## src/rtl/nlz_share_pkg.sv

```systemverilog
// nlz_share_pkg: shared widths and types for the shared NLZ scheduler
package nlz_share_pkg;
  localparam int NLZ_W = 32;
  localparam int CNT_W = 6;
  localparam int ID_MAX_W = 4;
  typedef logic [CNT_W-1:0] nlz_cnt_t;
  typedef struct packed {
    logic [NLZ_W-1:0]    operand;
    logic [ID_MAX_W-1:0] id;
  } nlz_req_t;
endpackage

```

## src/rtl/nlz32_comb.sv

```systemverilog
// nlz32_comb: combinational 32-bit leading-zero counter, 32 for a zero input
module nlz32_comb
  import nlz_share_pkg::*;
(
  input  logic [NLZ_W-1:0] in,
  output nlz_cnt_t         out
);
  always_comb begin
    out = CNT_W'(NLZ_W);
    for (int i = 0; i < NLZ_W; i++)
      if (in[i]) out = CNT_W'(NLZ_W - 1 - i);
  end
endmodule

```

## src/rtl/nlz_share_sched.sv

```systemverilog
// nlz_share_sched: round-robin share of one NLZ unit across NUM_REQ requesters
// Optional NLZ_SHARE_ZERO_FLAG_EN adds rsp_zero and saturates rsp_count to 31.
module nlz_share_sched
  import nlz_share_pkg::*;
#(
  parameter int NUM_REQ = 4,
  parameter int ID_W    = $clog2(NUM_REQ),
  parameter int DATA_W  = 32
) (
  input  logic                      clk,
  input  logic                      rst,
  input  logic [NUM_REQ-1:0]        req_valid,
  input  logic [NUM_REQ*DATA_W-1:0] req_data,
  output logic [NUM_REQ-1:0]        req_ready,
  output logic                      rsp_valid,
  input  logic                      rsp_ready,
  output logic [ID_W-1:0]           rsp_id,
  output nlz_cnt_t                  rsp_count,
  output logic                      busy
`ifdef NLZ_SHARE_ZERO_FLAG_EN
  , output logic                    rsp_zero
`endif
);
  localparam logic [ID_W:0]   NR   = (ID_W+1)'(NUM_REQ);
  localparam logic [ID_W-1:0] LAST = ID_W'(NUM_REQ - 1);
  logic [ID_W-1:0] rr_ptr, gnt_idx;
  logic [ID_W:0]   cand;
  logic            found, s0_vld, s1_vld, s0_load, s1_load, xfer;
  nlz_req_t        s0;
  nlz_cnt_t        cnt;
  // Walk downward so the candidate nearest rr_ptr is the last one written.
  always_comb begin
    gnt_idx = '0;
    found = 1'b0;
    cand = '0;
    for (int k = NUM_REQ - 1; k >= 0; k--) begin
      cand = {1'b0, rr_ptr} + (ID_W+1)'(k);
      cand = cand >= NR ? cand - NR : cand;
      if (req_valid[cand[ID_W-1:0]]) begin
        gnt_idx = cand[ID_W-1:0];
        found = 1'b1;
      end
    end
  end
  assign s1_load   = ~s1_vld | rsp_ready;
  assign s0_load   = ~s0_vld | s1_load;
  assign xfer      = found & s0_load;
  assign req_ready = xfer ? NUM_REQ'(1) << gnt_idx : '0;
  assign rsp_valid = s1_vld;
  assign busy      = s0_vld | s1_vld;
  nlz32_comb u_nlz (.in(s0.operand), .out(cnt));
  always_ff @(posedge clk) begin
    if (rst) begin
      s0_vld <= 1'b0;
      s1_vld <= 1'b0;
      rr_ptr <= '0;
      rsp_id <= '0;
      rsp_count <= '0;
`ifdef NLZ_SHARE_ZERO_FLAG_EN
      rsp_zero <= 1'b0;
`endif
    end else begin
      if (s0_load) s0_vld <= found;
      if (xfer) begin
        s0.operand <= req_data[gnt_idx*DATA_W +: DATA_W];
        s0.id <= ID_MAX_W'(gnt_idx);
        rr_ptr <= gnt_idx == LAST ? '0 : gnt_idx + 1'b1;
      end
      if (s1_load) s1_vld <= s0_vld;
      if (s1_load && s0_vld) begin
        rsp_id <= s0.id[ID_W-1:0];
`ifdef NLZ_SHARE_ZERO_FLAG_EN
        rsp_count <= cnt[5] ? nlz_cnt_t'(31) : cnt;
        rsp_zero <= cnt[5];
`else
        rsp_count <= cnt;
`endif
      end
    end
  end
endmodule

```

## config.mk

```make
export PLATFORM = sky130hd
export DESIGN_NAME = nlz_share_sched
export DESIGN_NICKNAME = d
export VERILOG_FILES = /design/src/rtl/nlz_share_pkg.sv /design/src/rtl/nlz32_comb.sv /design/src/rtl/nlz_share_sched.sv
export SDC_FILE = /design/constraint.sdc
export NUM_CORES = 1
export LEC_CHECK = 0
export ABC_AREA = 1
export ABC_CLOCK_PERIOD_IN_PS = 8300
export CAP_MARGIN = 20
export CORE_MARGIN = 8
export CORE_UTILIZATION = 45
export DETAILED_ROUTE_END_ITERATION = 7
export PLACE_DENSITY = 0.88
export SLEW_MARGIN = 20
export SYNTH_ARGS = -nofsm -noshare
export SYNTH_HDL_FRONTEND = slang
export SYNTH_SLANG_ARGS = --single-unit
```

## constraint.sdc

```tcl
create_clock -name clk -period 8.3 [get_ports clk]
set_input_delay 0.83 -clock clk [delete_from_list [all_inputs] [get_ports clk]]
set_output_delay 0.83 -clock clk [all_outputs]
set_load 0.02 [all_outputs]
```

==> results_dict.tcl <==
set metrics [dict create \
    setup_viol 0 \
    die_w_um 98.8 \
    period_needed_ns 5.25 \
    min_to "rsp_count[0]$_SDFFE_PP0P_" \
    slew_violations 0 \
    antenna_found_initial 0 \
    tns_ns 0 \
    areaGrowthSynthToFinish_pct 49.7 \
    syn_inst 413 \
    slew_headroom 0.374 \
    overflow 0 \
    final_antenna_net_count 0 \
    multi_input_area_sq_um 1480 \
    worstSetupPathType "in -> out" \
    cts_buffers 5 \
    outcome "complete, no violations" \
    crit_fanout 68 \
    seq_area_frac_synth 0.409 \
    r2r_setup_slack_ns 4.81 \
    vias 3262 \
    clkTransAtPathRegs_ns 0.08 \
    drive_gt1_frac 0.0329 \
    holdPathStages 2 \
    ys_warn_count 0 \
    fin_worst_skew_ns 0.00768 \
    regArea_sq_um 1260 \
    ys_types 36 \
    syn_nets 552 \
    ys.flop_type "edfxtp_1" \
    hp-class "reg -> reg" \
    period_share 0.632 \
    htree_levels 2 \
    rsz0062_at_grt "false" \
    place_area_sq_um 4530 \
    final_area_sq_um 4620 \
    synth_top_area_cell "edfxtp_1" \
    totalPowerFinal_mw 1.53 \
    slowest_stage "inv_2" \
    core_sq_um 6720 \
    clock_sinks 46 \
    avgViaCountPerCell 5.20 \
    synth_seq_cells 46 \
    globalplace.congestion 0.819 \
    nets 685 \
    root_buffer "clkbuf_8" \
    worstMarginPinSlew_ns 0.938 \
    diodes 0 \
    grt_pass1_wl_um 14600 \
    dieHeight_um 98.8 \
    cts_buffer_depth 2 \
    io_buffers 148 \
    cp_cell_sequence "clkdlybuf4s50_1, or2_1, o21ai_2, or2_1, o21ai_1, a21oi_2, or2_4, nand2_4, inv_2, ha_1, inv_1, nor2_1, clkdlybuf4s50_1" \
    hold_buffers 0 \
    syn_area_per_cell_sq_um 7.47 \
    r2r_cells 13 \
    place_hpwl_um 7410 \
    post_cts_buffers 0 \
    dr.pass1.iters 4 \
    clk-insertion-delay-late_ns 0.30 \
    p_leak_nw 1.82 \
    postSynth.asyncResetShare 0 \
    synth_edf_count 34 \
    grt_usage 0.183 \
    yosysMostFrequentCell "nor2_1" \
    endpoint_kind "output port" \
    rows 30 \
    drc 0 \
    max_stage_delay_ns 0.85 \
    synth.cell_area_sq_um 3080 \
    yosys-top-cells-area "edfxtp_1 33%, nor2_1 15%, o32ai_1 9.1%" \
    irDropWorstVdd_v 0.000178 \
    cp.arrival_ns 4.42 \
    crit_path_start_kind "input pin" \
    tritoncts "done" \
    synth_top_area_share 0.331 \
    dieArea_sq_um 9760 \
    cts-resized-gates 0 \
    r2r-start "rr_ptr[0]$_SDFFE_PP0P_" \
    maxCapViolCount 0 \
    wl_um 9350 \
    drt_iter0_drc 118 \
    timing_hold_violations_final 0 \
    fmax_ghz 0.191 \
    synthTopCellsByCount "121 x nor2_1, 48 x inv_1, 47 x nand2_1" \
    io_pins 149 \
    initial_core_util 0.459 \
    n_fill_cell 523 \
    worstPathRequired_ns 7.47 \
    first_global_vias 3282 \
    grt_start_max_net_pins 69 \
    worstReg2RegEnd "rr_ptr[1]$_SDFFE_PP0P_" \
    hold_start "rsp_count[0]$_SDFFE_PP0P_" \
    power_density_nw_per_um2 331 \
    wl_per_cell_um 14.9 \
]
## cell type report
cell class | instances | share of cell area
repair buffers | 149 | 0.323
multi-input cells | 291 | 0.321
flip-flops and latches | 46 | 0.273
inverters | 53 | 0.0431
well taps | 80 | 0.0217
clock buffers | 6 | 0.0157
clock inverters | 2 | 0.00217
## cells by family (layout without fill, tap and decap cells)
logic type,after synthesis,count (layout),synth area share
AO/OA/AOI/OAI,96,96,0.206
XOR/XNOR,1,1,0.00284
adder cells (fa/ha/maj),4,4,0.0162
buffers and inverters,76,210,0.115
flip-flops,46,46,0.409
multiplexers,3,3,0.00974
AND/OR/NAND/NOR,187,187,0.242
## per-layer routing
metal,GRT usage,up-vias,share of wire
li1,-,1661,-
met1,0.189,1475,0.39
met2,0.345,104,0.54
met3,0.0366,22,0.045
met4,0.0803,0,0.029
met5,0,-,0
## stage by stage
step	utilization	setup WS, ns	hold slack, ns	instances
after global routing	0.687	2.73	0.488	627
after detailed placement	0.675	3.06	0.457	619
after global placement	0.675	3.22	0.454	619
after CTS	0.687	3.06	0.469	627
final	0.687	3.05	0.470	627
after floorplan	-	4.88	0.469	413
## cells in the final DEF, fill, tap and decap left out, types with 2 or more instances in the layout
master,n
a21oi_1,10
clkbuf_8,5
clkdlybuf4s50_1,148
clkinv_1,2
clkinv_2,2
dfxtp_1,12
edfxtp_1,34
ha_1,4
inv_1,48
inv_2,3
mux2i_1,3
nand2_1,47
nand3_1,7
nor2_1,120
nor3_1,2
nor4_1,4
o21ai_0,39
o21ai_1,5
o32ai_1,32
or2_1,2
## registers in the layout (all words and copies together), names as in the netlist
| name | flops |
|---|---|
| rsp_count | 6 |
| rsp_id | 2 |
| rsp_valid | 1 |
| rr_ptr | 2 |
| s0_vld | 1 |
| s0 | 34 |
## power breakdown
| group | internal [mW] | leakage (nW) | switching, mW |
|---|---|---|---|
| combinational | 0.354 | 1.35 | 0.572 |
| clock | 0.0583 | 0.0450 | 0.0702 |
| sequential | 0.412 | 0.430 | 0.0624 |
| total | 0.825 | 1.82 | 0.705 |
## critical path: cells and delay by family
kind / cells / cell delay [ns]
compound gates: 3 / 0.34
buf+inv: 4 / 1.92
fa+ha+maj: 1 / 0.27
simple gates: 5 / 1.00
## how the worst max path moves through the flow
stage                             from      endpoint  slack (ns)  depth (start not counted)
after floorplan           req_valid[3]  req_ready[3]        4.88                         13
after CTS                 req_valid[3]  req_ready[0]        3.06                         13
after global routing      req_valid[0]  req_ready[2]        2.73                         14
after detailed placement  req_valid[3]  req_ready[2]        3.06                         13
final                     req_valid[3]  req_ready[0]        3.05                         13
after global placement    req_valid[3]  req_ready[0]        3.22                         13
No activity file was read; power rests on OpenSTA's default activity.
